### src/rtl/spi_reg_pkg.sv
// Shared types, constants and frame-geometry helpers for the SPI register bank.
// Frames are MSB first: R/W bit, then address, then data in the low bits.
package spi_reg_pkg;

    localparam int   DEF_SYNC_STAGES = 2;
    localparam logic RW_WRITE        = 1'b1;
    localparam int   DATA_LSB        = 0;

    typedef enum logic [1:0] {
        ST_UNARMED,
        ST_IDLE,
        ST_FRAME
    } rx_state_t;

    function automatic int frame_w(input int addr_w, input int data_w);
        return 1 + addr_w + data_w;
    endfunction

    function automatic int addr_lsb(input int data_w);
        return data_w;
    endfunction

    function automatic int rw_pos(input int addr_w, input int data_w);
        return addr_w + data_w;
    endfunction

endpackage

### src/rtl/spi_sync_edge.sv
// Multi-flop synchroniser for one asynchronous pin, with one-clk rise/fall
// pulses taken from the last two synchronised samples.
module spi_sync_edge #(
    parameter int   SYNC_STAGES = 2,
    parameter logic RESET_VAL   = 1'b0
) (
    input  logic clk,
    input  logic rst_n,
    input  logic d,
    output logic level,
    output logic rise,
    output logic fall
);

    logic [SYNC_STAGES-1:0] stages;
    logic                   prev;

    always_ff @(posedge clk or negedge rst_n) begin
        if (!rst_n) begin
            stages <= {SYNC_STAGES{RESET_VAL}};
            prev   <= RESET_VAL;
        end else begin
            stages <= {stages[SYNC_STAGES-2:0], d};
            prev   <= stages[SYNC_STAGES-1];
        end
    end

    assign level = stages[SYNC_STAGES-1];
    assign rise  = level & ~prev;
    assign fall  = ~level & prev;

endmodule

### src/rtl/spi_reg_bank.sv
// Parametrised SPI (mode 0) register bank with read-back over cipo and a
// sticky malformed-frame flag; all decoding happens in the clk domain.
module spi_reg_bank
    import spi_reg_pkg::*;
#(
    parameter int NUM_REGS    = 5,
    parameter int DATA_W      = 8,
    parameter int ADDR_W      = 7,
    parameter int SYNC_STAGES = DEF_SYNC_STAGES
) (
    input  logic                       clk,
    input  logic                       rst_n,
    input  logic                       sclk,
    input  logic                       ncs,
    input  logic                       copi,
    output logic                       cipo,
    output logic                       cipo_oe,
    output logic [NUM_REGS*DATA_W-1:0] reg_q,
    output logic [NUM_REGS-1:0]        wr_strobe,
    output logic                       frame_err
);

    localparam int FRAME_W  = frame_w(ADDR_W, DATA_W);
    localparam int RW_POS   = rw_pos(ADDR_W, DATA_W);
    localparam int ADDR_LSB = addr_lsb(DATA_W);
    localparam int CNT_W    = $clog2(FRAME_W + 2);
    localparam int WARM_W   = $clog2(SYNC_STAGES + 1);

    logic                   sclk_level_unused, sclk_rise, sclk_fall;
    logic                   ncs_level, ncs_rise, ncs_fall;
    logic [SYNC_STAGES-1:0] copi_sync;
    logic                   copi_s;

    rx_state_t              state, state_next;
    logic [WARM_W-1:0]      warm;
    logic                   warm_done;

    logic [FRAME_W-1:0]     shift_reg, next_shift;
    logic [CNT_W-1:0]       bit_cnt;
    logic [DATA_W-1:0]      tx;
    logic [DATA_W-1:0]      regs [NUM_REGS];
    logic [DATA_W-1:0]      rd_data;
    logic [ADDR_W-1:0]      rd_addr, cm_addr, pend_addr;
    logic [DATA_W-1:0]      cm_data, pend_data;
    logic                   cm_rw, cm_addr_ok, pend_wr;

    spi_sync_edge #(.SYNC_STAGES(SYNC_STAGES), .RESET_VAL(1'b0)) u_sclk_sync (
        .clk   (clk),
        .rst_n (rst_n),
        .d     (sclk),
        .level (sclk_level_unused),
        .rise  (sclk_rise),
        .fall  (sclk_fall)
    );

    spi_sync_edge #(.SYNC_STAGES(SYNC_STAGES), .RESET_VAL(1'b1)) u_ncs_sync (
        .clk   (clk),
        .rst_n (rst_n),
        .d     (ncs),
        .level (ncs_level),
        .rise  (ncs_rise),
        .fall  (ncs_fall)
    );

    always_ff @(posedge clk or negedge rst_n) begin
        if (!rst_n) begin
            copi_sync <= '0;
        end else begin
            copi_sync <= {copi_sync[SYNC_STAGES-2:0], copi};
        end
    end

    assign copi_s = copi_sync[SYNC_STAGES-1];

    // The synchronised ncs level is only trustworthy once the reset value has
    // drained out of the chain; a select held low through reset never arms.
    always_ff @(posedge clk or negedge rst_n) begin
        if (!rst_n) begin
            warm  <= '0;
            state <= ST_UNARMED;
        end else begin
            if (!warm_done) begin
                warm <= warm + 1'b1;
            end
            state <= state_next;
        end
    end

    assign warm_done = (warm == WARM_W'(SYNC_STAGES));

    always_comb begin
        state_next = state;
        case (state)
            ST_UNARMED: if (warm_done && ncs_level) state_next = ST_IDLE;
            ST_IDLE:    if (ncs_fall)               state_next = ST_FRAME;
            ST_FRAME:   if (ncs_rise)               state_next = ST_IDLE;
            default:                                state_next = ST_UNARMED;
        endcase
    end

    always_comb begin
        next_shift = {shift_reg[FRAME_W-2:0], copi_s};
        rd_addr    = next_shift[ADDR_W-1:0];
        rd_data    = '0;
        for (int k = 0; k < NUM_REGS; k++) begin
            if (rd_addr == ADDR_W'(k)) begin
                rd_data = regs[k];
            end
        end
    end

    assign cm_rw      = shift_reg[RW_POS];
    assign cm_addr    = shift_reg[ADDR_LSB +: ADDR_W];
    assign cm_data    = shift_reg[DATA_LSB +: DATA_W];
    assign cm_addr_ok = ({1'b0, cm_addr} < (ADDR_W + 1)'(NUM_REGS));

    // Frame receive, read-data shift-out and end-of-frame commit. A write is
    // staged for one clk so the register and its strobe change together.
    always_ff @(posedge clk or negedge rst_n) begin
        if (!rst_n) begin
            shift_reg <= '0;
            bit_cnt   <= '0;
            tx        <= '0;
            cipo      <= 1'b0;
            cipo_oe   <= 1'b0;
            frame_err <= 1'b0;
            pend_wr   <= 1'b0;
            pend_addr <= '0;
            pend_data <= '0;
            wr_strobe <= '0;
            for (int k = 0; k < NUM_REGS; k++) begin
                regs[k] <= '0;
            end
        end else begin
            wr_strobe <= '0;
            pend_wr   <= 1'b0;
            if (pend_wr) begin
                for (int k = 0; k < NUM_REGS; k++) begin
                    if (pend_addr == ADDR_W'(k)) begin
                        regs[k]      <= pend_data;
                        wr_strobe[k] <= 1'b1;
                    end
                end
            end
            if (state == ST_FRAME) begin
                if (ncs_rise) begin
                    if (bit_cnt == CNT_W'(FRAME_W)) begin
                        if (cm_rw == RW_WRITE && cm_addr_ok) begin
                            pend_wr   <= 1'b1;
                            pend_addr <= cm_addr;
                            pend_data <= cm_data;
                        end
                    end else if (bit_cnt != '0) begin
                        frame_err <= 1'b1;
                    end
                    shift_reg <= '0;
                    bit_cnt   <= '0;
                    tx        <= '0;
                    cipo      <= 1'b0;
                    cipo_oe   <= 1'b0;
                end else begin
                    if (sclk_rise) begin
                        shift_reg <= next_shift;
                        if (bit_cnt != CNT_W'(FRAME_W + 1)) begin
                            bit_cnt <= bit_cnt + 1'b1;
                        end
                        if (bit_cnt == CNT_W'(ADDR_W) && next_shift[ADDR_W] != RW_WRITE) begin
                            tx      <= rd_data;
                            cipo_oe <= 1'b1;
                        end
                    end
                    if (sclk_fall && cipo_oe) begin
                        cipo <= tx[DATA_W-1];
                        tx   <= {tx[DATA_W-2:0], 1'b0};
                    end
                end
            end
        end
    end

    for (genvar k = 0; k < NUM_REGS; k++) begin : g_flat
        assign reg_q[k*DATA_W +: DATA_W] = regs[k];
    end

endmodule

### config.mk
export PLATFORM = sky130hd
export DESIGN_NAME = spi_reg_bank
export DESIGN_NICKNAME = d
export VERILOG_FILES = /design/src/rtl/spi_reg_pkg.sv /design/src/rtl/spi_sync_edge.sv /design/src/rtl/spi_reg_bank.sv
export SDC_FILE = /design/constraint.sdc
export NUM_CORES = 1
export LEC_CHECK = 0
export CAP_MARGIN = 10
export CORE_AREA = 2 2 98 100
export CTS_BUF_LIST = sky130_fd_sc_hd__clkbuf_8
export DETAILED_ROUTE_END_ITERATION = 8
export DIE_AREA = 0 0 100 102
export GPL_TIMING_DRIVEN = 0
export PLACE_DENSITY = 0.79
export SYNTH_ARGS = -nofsm -noshare
export SYNTH_HDL_FRONTEND = slang
export SYNTH_SLANG_ARGS = --single-unit
### constraint.sdc
create_clock -name clk -period 2.8 [get_ports clk]
set_input_delay 0.56 -clock clk [delete_from_list [all_inputs] [get_ports clk]]
set_output_delay 0.56 -clock clk [all_outputs]
set_load 0.02 [all_outputs]
==> impl_metrics.toml, run 1 <==
[outcome]
run_status = "completed"

[layout]
syn2layout_area_growth_pct = 20.4
most_common_cell_after_layout_fill_and_taps_aside = "sky130_fd_sc_hd__dfrtp_1"
number_of_nets_in_the_final_layout = 388
final_cell_mix = "sky130_fd_sc_hd__dfrtp_1, sky130_fd_sc_hd__clkdlybuf4s50_1, sky130_fd_sc_hd__mux2_1, sky130_fd_sc_hd__a22o_1, sky130_fd_sc_hd__nand2_1"
n_antenna_cell = 0
flip_flop_count_of_the_largest_register_after_layout = 40
final_util_pct = 58.8
final_layout_size_suffix_gt1_share_pct = 13.8

[route]
dr.pass1.iters = 4
drt_drc_violations_left = 0
wire_per_inst_um = 18.4
initialDrtViolationCount = 140
route.antenna.remaining_nets = 0
via_density = 5.74
num_vias = 2840
routed_wl_um = 9100

[floorplanning]
core.rowCount = 35
initial_core_util_pct = 48.8
dieHeight_um = 102
total_die_area_um2 = 10200
core_area_um2 = 9110
floorplan.die.width_um = 100
number_of_primary_i_o_pins = 53

[yosys]
asyncSetResetFlopFracSynth_pct = 100
synth_top_area_share_pct = 57.4
synth.lib_cells_used.distinct = 54
synthAdderAreaFrac_pct = 1.13
synthesis.nets = 324
synth-compound-area-share_pct = 10.4
yosys.area_share.xor_xnor_pct = 0.394
ys_warn_count = 0
syn-mean-instance-area_um2 = 14.1
synth.mux.area_fraction_pct = 17.6
post_synth_instance_area_um2 = 4440
synth-seq-cells = 105
post-synth-top-area-cell = "sky130_fd_sc_hd__dfrtp_1"
synth_top_family_by_area = "multiplexers"
synth_edf_count = 0
synth_top_cells_by_area = "sky130_fd_sc_hd__dfrtp_1, sky130_fd_sc_hd__mux2_1, sky130_fd_sc_hd__mux4_2, sky130_fd_sc_hd__a22o_1, sky130_fd_sc_hd__mux2_4"
synth_simple_gate_area_share_pct = 8.64
synth_flop_cell = "sky130_fd_sc_hd__dfrtp_1"
gate_count_post_synth = 315
yosysSeqAreaShare_pct = 59.2

[clock_tree]
path_clk_slew_ns = 0.10
tritoncts_buffers = 9
cts_tree = "done"
cts_buffer_depth = 2
cts_resized = 0
cts_setup_buffers = 0
hold_buffers = 0
worstSkewPairLatency_ns = 0.36
root_buf_cell = "sky130_fd_sc_hd__clkbuf_8"
number_of_levels_the_h_tree_was_split_into = 3
clock-sinks = 105

[timing]
final.setup.tns_ns = 0
setup_slack_ns = 0.481
fmax_mhz = 431
hold_violations = 0
post-route-min-period_ns = 2.32
finalSetupViolations = 0
worst-slew-pin-transition_ns = 0.844
worst_case_clock_skew_ns = 0.0131
report.final.slew_viol_count = 0
post-route-period-util_pct = 82.8
rsz0062_at_grt = "no"
timing.slew.headroom_pct = 43.6

[global_routing]
number_of_antenna_violations_at_the_first_check_in_global_routing = 0
grt_max_degree = 54
first_global_vias = 2848
grt_first_pass_wirelength_um = 15200
global_route.overflow_total = 0
global_route.usage.total_pct = 19.5

[critical_path]
r2r_cells = 5
worstSetupPathDepth = 5
timing.critical_path.slowest_stage_cell = "sky130_fd_sc_hd__dfstp_2"
critical_path.top_delay_family = "simple AND/OR/NAND/NOR gates"
worst_ep_arrival_time_ns = 2.56
cp_cell_sequence = "nor2b_1, nand2_1, nor4_4, buf_6, mux2_1"
startpoint_type = "flip-flop"
critical_path.n_buffers_inverters = 1
critical_path_endpoint_category = "flip-flop"
crit_path_start = "u_ncs_sync.stages[1]"
r2r_start = "u_ncs_sync.stages[1]"
critical_path_required_ns = 3.04
timing.critical_path.slowest_cell_delay_ns = 0.59
worstSetupPathType = "flip-flop to flip-flop"
critical_path_peak_fanout = 10
reg2reg_setup_slack_ns = 0.48

[min_path]
worstHoldPathType = "input port to asynchronous set/reset pin"

[placement]
finalWeightedCongestion = 0.808
pre_cts_slack_ns = 0.506
number_of_i_o_port_buffers = 52
dp.final_hpwl_um = 6360

[power_and_ir_drop]
post-layout-total-power_mw = 2.89
power.density_nw_per_um2 = 540
p_leak_nw = 2.52
max-vdd-ir-drop_mv = 0.299

[run]
drv_cap = 0
[kinds of logic (layout without fill, tap and decap cells)]
logic type / Yosys count / count (layout)
fa+ha+maj: 4 / 4
flops: 105 / 105
simple gates: 58 / 58
compound gates: 61 / 61
mux: 60 / 60
buf+inv: 25 / 94
xor+xnor: 2 / 2
[final timing paths]
kind                                             end
worst min-delay path                       reg_q[11]
worst max register to register          pend_data[6]
max in group asynchronous       u_ncs_sync.stages[1]
worst max-delay path                    pend_data[6]
worst min register to register          copi_sync[1]
min in group clk                        copi_sync[1]
[stage by stage]
stage	hold slack, ns	area, µm²	instances
final	0.236	5350	495
after global routing	0.259	5350	495
after CTS	0.242	5350	495
after detailed placement	0.339	5130	479
after global placement	0.335	5100	478
after floorplan	0.264	4440	315
[area by class of cell]
class                      count  area, µm²
buffer                        15       78.8
inverter                      10       37.5
clock buffer                   9        124
clock inverter                 7       98.8
tap                          111        139
fill                         707       3760
sequential                   105       2630
multi-input combinational    185       1700
timing repair buffer          53        546
[power breakdown]
| group | leakage, nW | internal, mW | switching, mW |
|---|---|---|---|
| Sequential | 1.43 | 1.56 | 0.0468 |
| Clock | 0.111 | 0.512 | 0.523 |
| Combinational | 0.977 | 0.0905 | 0.161 |
| Total | 2.52 | 2.16 | 0.730 |
[per-layer routing]
layer / vias to the layer above / wire [µm] / GRT usage, %
met1: 1472 / 4340 / 28.2
met2: 56 / 4300 / 29.9
li1: 1298 / - / -
met3: 14 / 280 / 3.15
met4: 0 / 176 / 7.59
met5: - / 0 / 0
[cell usage after synthesis, types with 3 or more instances]
library cell / count
sky130_fd_sc_hd__a21oi_1: 9
sky130_fd_sc_hd__a22o_1: 17
sky130_fd_sc_hd__a22oi_1: 4
sky130_fd_sc_hd__a32oi_1: 3
sky130_fd_sc_hd__and2_1: 3
sky130_fd_sc_hd__and3_1: 3
sky130_fd_sc_hd__and3b_1: 3
sky130_fd_sc_hd__buf_2: 3
sky130_fd_sc_hd__buf_4: 3
sky130_fd_sc_hd__clkbuf_1: 8
sky130_fd_sc_hd__dfrtp_1: 102
sky130_fd_sc_hd__dfstp_2: 3
sky130_fd_sc_hd__ha_1: 4
sky130_fd_sc_hd__inv_1: 9
sky130_fd_sc_hd__mux2_1: 44
sky130_fd_sc_hd__mux2_4: 8
sky130_fd_sc_hd__mux4_2: 7
sky130_fd_sc_hd__nand2_1: 11
sky130_fd_sc_hd__nand3_1: 6
sky130_fd_sc_hd__nor2_1: 4
sky130_fd_sc_hd__nor2b_1: 8
sky130_fd_sc_hd__nor3_1: 3
sky130_fd_sc_hd__o211a_1: 3
sky130_fd_sc_hd__o21ai_0: 4
sky130_fd_sc_hd__o21ai_1: 9
sky130_fd_sc_hd__o221ai_2: 3
sky130_fd_sc_hd__or4_1: 4
Note: power is estimated with default switching activity, not from simulation.
==> run 2: changes to the inputs <==
Clock period 2.8 ns to 2.2 ns, I/O delays scaled along.
==> run 2 against run 1 <==
Effect of this change: global-route usage about the same; first-iteration DRC count up 11%; maximum frequency up 12%; clock power up 27%; combinational power up 27%; worst setup slack worse by 0.36 ns; critical path type unchanged; critical endpoint is now reg_q[37].
==> impl_metrics.toml, run 2 (same netlist as run 1, synthesis figures left out) <==
[outcome]
run_status = "completed"

[layout]
number_of_nets_in_the_final_layout = 389
n_antenna_cell = 0
register_area_um2 = 2630
syn2layout_area_growth_pct = 20.9
most_common_cell_after_layout_fill_and_taps_aside = "sky130_fd_sc_hd__dfrtp_1"
multiInputGateArea_um2 = 1710
final_layout_size_suffix_gt1_share_pct = 14.0
final_cell_mix = "sky130_fd_sc_hd__dfrtp_1, sky130_fd_sc_hd__clkdlybuf4s50_1, sky130_fd_sc_hd__mux2_1, sky130_fd_sc_hd__a22o_1, sky130_fd_sc_hd__nand2_1"
final_util_pct = 59.0
flip_flop_count_of_the_largest_register_after_layout = 40
finalNonFillerCells = 496
filler_cell_count = 704

[route]
route.antenna.remaining_nets = 0
routed_wl_um = 9170
via_density = 5.70
dr.pass1.iters = 4
wire_per_inst_um = 18.5
initialDrtViolationCount = 156
num_vias = 2828
drt_drc_violations_left = 0

[critical_path]
critical_path_required_ns = 2.44
startpoint_type = "flip-flop"
critical_path_endpoint_category = "flip-flop"
worst_ep_arrival_time_ns = 2.32
critical_path_peak_fanout = 9
worstSetupPathType = "flip-flop to flip-flop"

[timing]
worst-slew-pin-transition_ns = 0.874
hold_violations = 0
finalSetupViolations = 0
post-route-min-period_ns = 2.08
whs_ns = 0.113
worst_case_clock_skew_ns = 0.0132
report.final.slew_viol_count = 0
timing.slew.headroom_pct = 41.6
fmax_mhz = 481
post-route-period-util_pct = 94.5
rsz0062_at_grt = "no"
final.setup.tns_ns = 0

[floorplanning]
dieHeight_um = 102
initial_core_util_pct = 48.8
floorplan.die.width_um = 100
core_area_um2 = 9110
core.rowCount = 35
total_die_area_um2 = 10200
number_of_primary_i_o_pins = 53

[power_and_ir_drop]
max-vdd-ir-drop_mv = 0.381
internal_power_mw = 2.75
post-layout-total-power_mw = 3.68
power.switching_uw = 925
power.density_nw_per_um2 = 684
pwr-share-comb_pct = 8.7
seq_power_share_pct = 55.6
p_leak_nw = 2.52
power.switching_fraction_pct = 25.2
power.clock.fraction_pct = 35.7

[global_routing]
number_of_antenna_violations_at_the_first_check_in_global_routing = 0
grt_max_degree = 54
global_route.overflow_total = 0
first_global_vias = 2854
global_route.usage.total_pct = 19.5
grt_first_pass_wirelength_um = 15200

[clock_tree]
cts_buffer_depth = 2
root_buf_cell = "sky130_fd_sc_hd__clkbuf_8"
tritoncts_buffers = 9
clock-sinks = 105
worstSkewPairLatency_ns = 0.36
path_clk_slew_ns = 0.11
hold_buffers = 0
number_of_levels_the_h_tree_was_split_into = 3
cts_tree = "done"

[placement]
place.detailed.instances = 479
finalWeightedCongestion = 0.808
number_of_i_o_port_buffers = 52
dp.final_hpwl_um = 6360

[min_path]
worstHoldPathType = "input port to asynchronous set/reset pin"

[run]
drv_cap = 0
run 2: cell types whose count changed in the layout (fill, tap and decap cells not counted), sizes merged:
| cell | before | now |
|---|---|---|
| buf | 9 | 10 |
run 2: area by class of cell:
type | count | area share, %
buffer | 15 | 1.47
clock buffer | 9 | 2.31
clock inverter | 7 | 1.84
timing repair buffer | 54 | 10.3
tap | 111 | 2.58
multi-input combinational | 185 | 31.8
sequential | 105 | 49.0
inverter | 10 | 0.699
run 2: what timing repair did:
| item | in CTS | in global routing |
|---|---|---|
| pin swaps | 1 | 0 |
| gates cloned | 0 | 0 |
| gates resized for setup | 0 | 2 |
| setup buffers | 1 | 0 |
| endpoints found under the setup margin | 6 | 8 |
run 2: per-layer routing:
layer	track usage, %	share of wire, %	vias to the layer above
li1	-	-	1304
met1	28.2	47	1467
met2	30.0	48	47
met3	3.15	3.2	10
met4	7.59	1.5	0
met5	0	0	-
run 2: power by group through the flow:
stage          Sequential, mW  Clock (mW)  Combinational (mW)
6_report                 2.05        1.31               0.320
3_5_place_dp             2.08           0               0.325
3_3_place_gp             2.08           0               0.310
2_1_floorplan            2.08           0               0.195
4_1_cts                  2.04        1.34               0.326
5_1_grt                  2.06        1.43               0.368
run 2: final timing paths:
kind	start	end	slack [ns]	cells past startpoint
setup / recovery	pend_addr[5]	reg_q[37]	0.12	3
hold / removal	rst_n	reg_q[10]	0.11	1
setup reg to reg	pend_addr[5]	reg_q[37]	0.12	3
hold reg to reg	copi_sync[0]	copi_sync[1]	0.36	0
max in group asynchronous	rst_n	u_ncs_sync.prev	1.35	2
min in group clk	copi_sync[0]	copi_sync[1]	0.36	0
run 2: critical path: stages, from the launching register on:
cell and delay, ns:
sky130_fd_sc_hd__dfrtp_1 0.39, sky130_fd_sc_hd__or4b_4 0.58, sky130_fd_sc_hd__nor3_4 0.64, sky130_fd_sc_hd__mux2_4 0.35
run 2: per-stage QoR:
stage	instance area [µm²]	setup slack, ns
after floorplan	4440	0.270
after global placement	5100	-3.06
after detailed placement	5130	-0.0937
after CTS	5360	0.0610
after global routing	5370	0.00444
final	5370	0.122
==> run 3: changes to the inputs <==
Settings changed: ABC_AREA from default to 1, CORE_AREA 2 2 98 100 to 2 2 99 101, CTS_CLUSTER_DIAMETER from default to 40, DIE_AREA 0 0 100 102 to 0 0 101 103.
==> run 3 against run 2 <==
Effect of this change: power up 5.8%; critical endpoint is now reg_q[25]; count of clock-buffer cells in the layout unchanged; critical path type is now flip-flop to primary output; wire length up 13%; flip-flop and latch count unchanged; cell count up 34%; combinational power up 80%; sequential power up 2%.
==> impl_metrics.toml, run 3 <==
[outcome]
run_status = "completed"

[yosys]
post_synth_instance_area_um2 = 4580
gate_count_post_synth = 480
synth-seq-cells = 105
ys_warn_count = 0
synth_top_cells_by_area = "sky130_fd_sc_hd__dfrtp_1, sky130_fd_sc_hd__nand2_1, sky130_fd_sc_hd__nand3_1, sky130_fd_sc_hd__inv_1, sky130_fd_sc_hd__o21ai_0"
synth_edf_count = 0
syn-mean-instance-area_um2 = 9.54
post-synth-top-area-cell = "sky130_fd_sc_hd__dfrtp_1"
asyncSetResetFlopFracSynth_pct = 100
synth_flop_cell = "sky130_fd_sc_hd__dfrtp_1"
synthesis.nets = 489
yosysSeqAreaShare_pct = 57.5
synth_top_area_share_pct = 55.8
synth_commonest_cells = "sky130_fd_sc_hd__dfrtp_1, sky130_fd_sc_hd__nand2_1, sky130_fd_sc_hd__inv_1, sky130_fd_sc_hd__nand3_1, sky130_fd_sc_hd__o21ai_0"
yosysMostFrequentCell = "sky130_fd_sc_hd__dfrtp_1"
synth.lib_cells_used.distinct = 35

[route]
dr.pass1.iters = 5
initialDrtViolationCount = 240
num_vias = 3615
route.antenna.remaining_nets = 0
via_density = 5.45
wire_per_inst_um = 15.6
routed_wl_um = 10300
drt_drc_violations_left = 0

[placement]
place.detailed.instances = 647
dp.final_hpwl_um = 7460
finalWeightedCongestion = 0.853
number_of_i_o_port_buffers = 52

[timing]
post-route-min-period_ns = 1.87
worst-slew-pin-transition_ns = 0.632
finalSetupViolations = 0
timing.slew.headroom_pct = 57.7
rsz0062_at_grt = "no"
post-route-period-util_pct = 85.0
worst_case_clock_skew_ns = 0.0141
fmax_mhz = 535
hold_violations = 0
report.final.slew_viol_count = 0

[clock_tree]
worstSkewPairLatency_ns = 0.38
clock-sinks = 105
root_buf_cell = "sky130_fd_sc_hd__clkbuf_8"
tritoncts_buffers = 9
number_of_levels_the_h_tree_was_split_into = 3
cts_setup_buffers = 0
cts_resized = 0
path_clk_slew_ns = 0.10
cts_tree = "done"
hold_buffers = 0
cts_buffer_depth = 2

[critical_path]
critical_path_endpoint_category = "primary output"
critical_path.n_buffers_inverters = 1
critical_path.top_delay_family = "buffers and inverters"
worstSetupPathType = "flip-flop to primary output"
r2r_start = "u_ncs_sync.stages[1]"
crit_path_start = "reg_q[25]"
critical_path_required_ns = 1.76
worst_ep_arrival_time_ns = 1.43
worstSetupPathDepth = 1
startpoint_type = "flip-flop"
crit_end = "reg_q[25]"
rr_endpoint = "tx[4]"
r2r_cells = 10
timing.critical_path.slowest_stage_cell = "sky130_fd_sc_hd__clkdlybuf4s50_1"
timing.critical_path.slowest_cell_delay_ns = 0.63
critical_path_peak_fanout = 3
reg2reg_setup_slack_ns = 0.40
cp_cell_sequence = "clkdlybuf4s50_1"

[layout]
final_util_pct = 57.8
filler_cell_count = 793
final_layout_size_suffix_gt1_share_pct = 13.7
most_common_cell_after_layout_fill_and_taps_aside = "sky130_fd_sc_hd__dfrtp_1"
flip_flop_count_of_the_largest_register_after_layout = 40
number_of_nets_in_the_final_layout = 553
syn2layout_area_growth_pct = 19.5
n_antenna_cell = 0
final_cell_mix = "sky130_fd_sc_hd__dfrtp_1, sky130_fd_sc_hd__nand2_1, sky130_fd_sc_hd__inv_1, sky130_fd_sc_hd__clkdlybuf4s50_1, sky130_fd_sc_hd__nand3_1"
finalNonFillerCells = 663

[floorplanning]
core_area_um2 = 9460
initial_core_util_pct = 48.4
number_of_primary_i_o_pins = 53
floorplan.die.width_um = 101
core.rowCount = 36
dieHeight_um = 103
total_die_area_um2 = 10400

[run]
drv_cap = 0

[global_routing]
grt_first_pass_wirelength_um = 16700
global_route.overflow_total = 0
global_route.usage.total_pct = 20.8
first_global_vias = 3476
grt_max_degree = 58
number_of_antenna_violations_at_the_first_check_in_global_routing = 0

[power_and_ir_drop]
power.density_nw_per_um2 = 712
p_leak_nw = 2.52
max-vdd-ir-drop_mv = 0.425

[min_path]
worstHoldPathType = "input port to asynchronous set/reset pin"
[run 3: cell count changes after synthesis, sizes merged, moves of 7 or more]
| cell | previous run | this run |
|---|---|---|
| a22o | 17 | 0 |
| inv | 10 | 58 |
| mux2 | 52 | 0 |
| mux4 | 7 | 0 |
| nand2 | 11 | 107 |
| nand3 | 7 | 46 |
| nand4 | 0 | 7 |
| nor2 | 4 | 37 |
| nor2b | 8 | 0 |
| o21ai | 13 | 64 |
| o22ai | 0 | 15 |
[run 3: metal layers]
layer / share of wire, % / track usage, %
met4: 2.4 / 9.15
met1: 42 / 26.1
met2: 51 / 36.5
met3: 4.3 / 2.44
met5: 0 / 0
[run 3: logic make-up (layout without fill, tap and decap cells)]
kind of cell | Yosys count | after routing | share of synthesized area [%]
flip-flops | 105 | 105 | 57.5
XOR/XNOR | 3 | 3 | 0.574
AO/OA/AOI/OAI | 94 | 94 | 13.0
adder cells (fa/ha/maj) | 4 | 4 | 1.09
buffers and inverters | 71 | 140 | 7.05
AND/OR/NAND/NOR | 203 | 203 | 20.8
[run 3: area by class of cell]
cell class                      instances  area, µm²  share of cell area, %
Buffer                                 13        105                   1.92
Clock inverter                          7       78.8                   1.44
Sequential cell                       105       2630                   48.1
Tap cell                              114        143                   2.61
Inverter                               58        218                   3.98
Timing Repair Buffer                   53        546                   9.98
Clock buffer                            9        124                   2.27
Multi-Input combinational cell        304       1620                   29.7
[run 3: through the flow]
step	total power [mW]	area, µm²	setup WS (ns)	hold WS, ns	TNS, ns
after global placement	2.66	5240	-3.04	0.334	-315.25
after CTS	3.90	5470	0.338	0.0879	0
after global routing	4.05	5470	0.251	0.133	0
after floorplan	2.50	4580	0.696	0.144	0
after detailed placement	2.70	5270	0.413	0.342	0
final	3.89	5470	0.329	0.0669	0
[run 3: how the worst min path moves through the flow]
stage	to	slack, ns	depth (start not counted)
after floorplan	bit_cnt[0]	0.14	0
after global placement	u_sclk_sync.stages[1]	0.33	0
after detailed placement	u_sclk_sync.stages[1]	0.34	0
after CTS	warm[0]	0.09	1
after global routing	warm[0]	0.13	1
final	warm[0]	0.07	1
[run 3: where the power goes]
group          total (mW)  switching (mW)  internal, mW
combinational       0.577           0.402         0.175
sequential           2.09          0.0695          2.02
clock                1.23           0.694         0.533
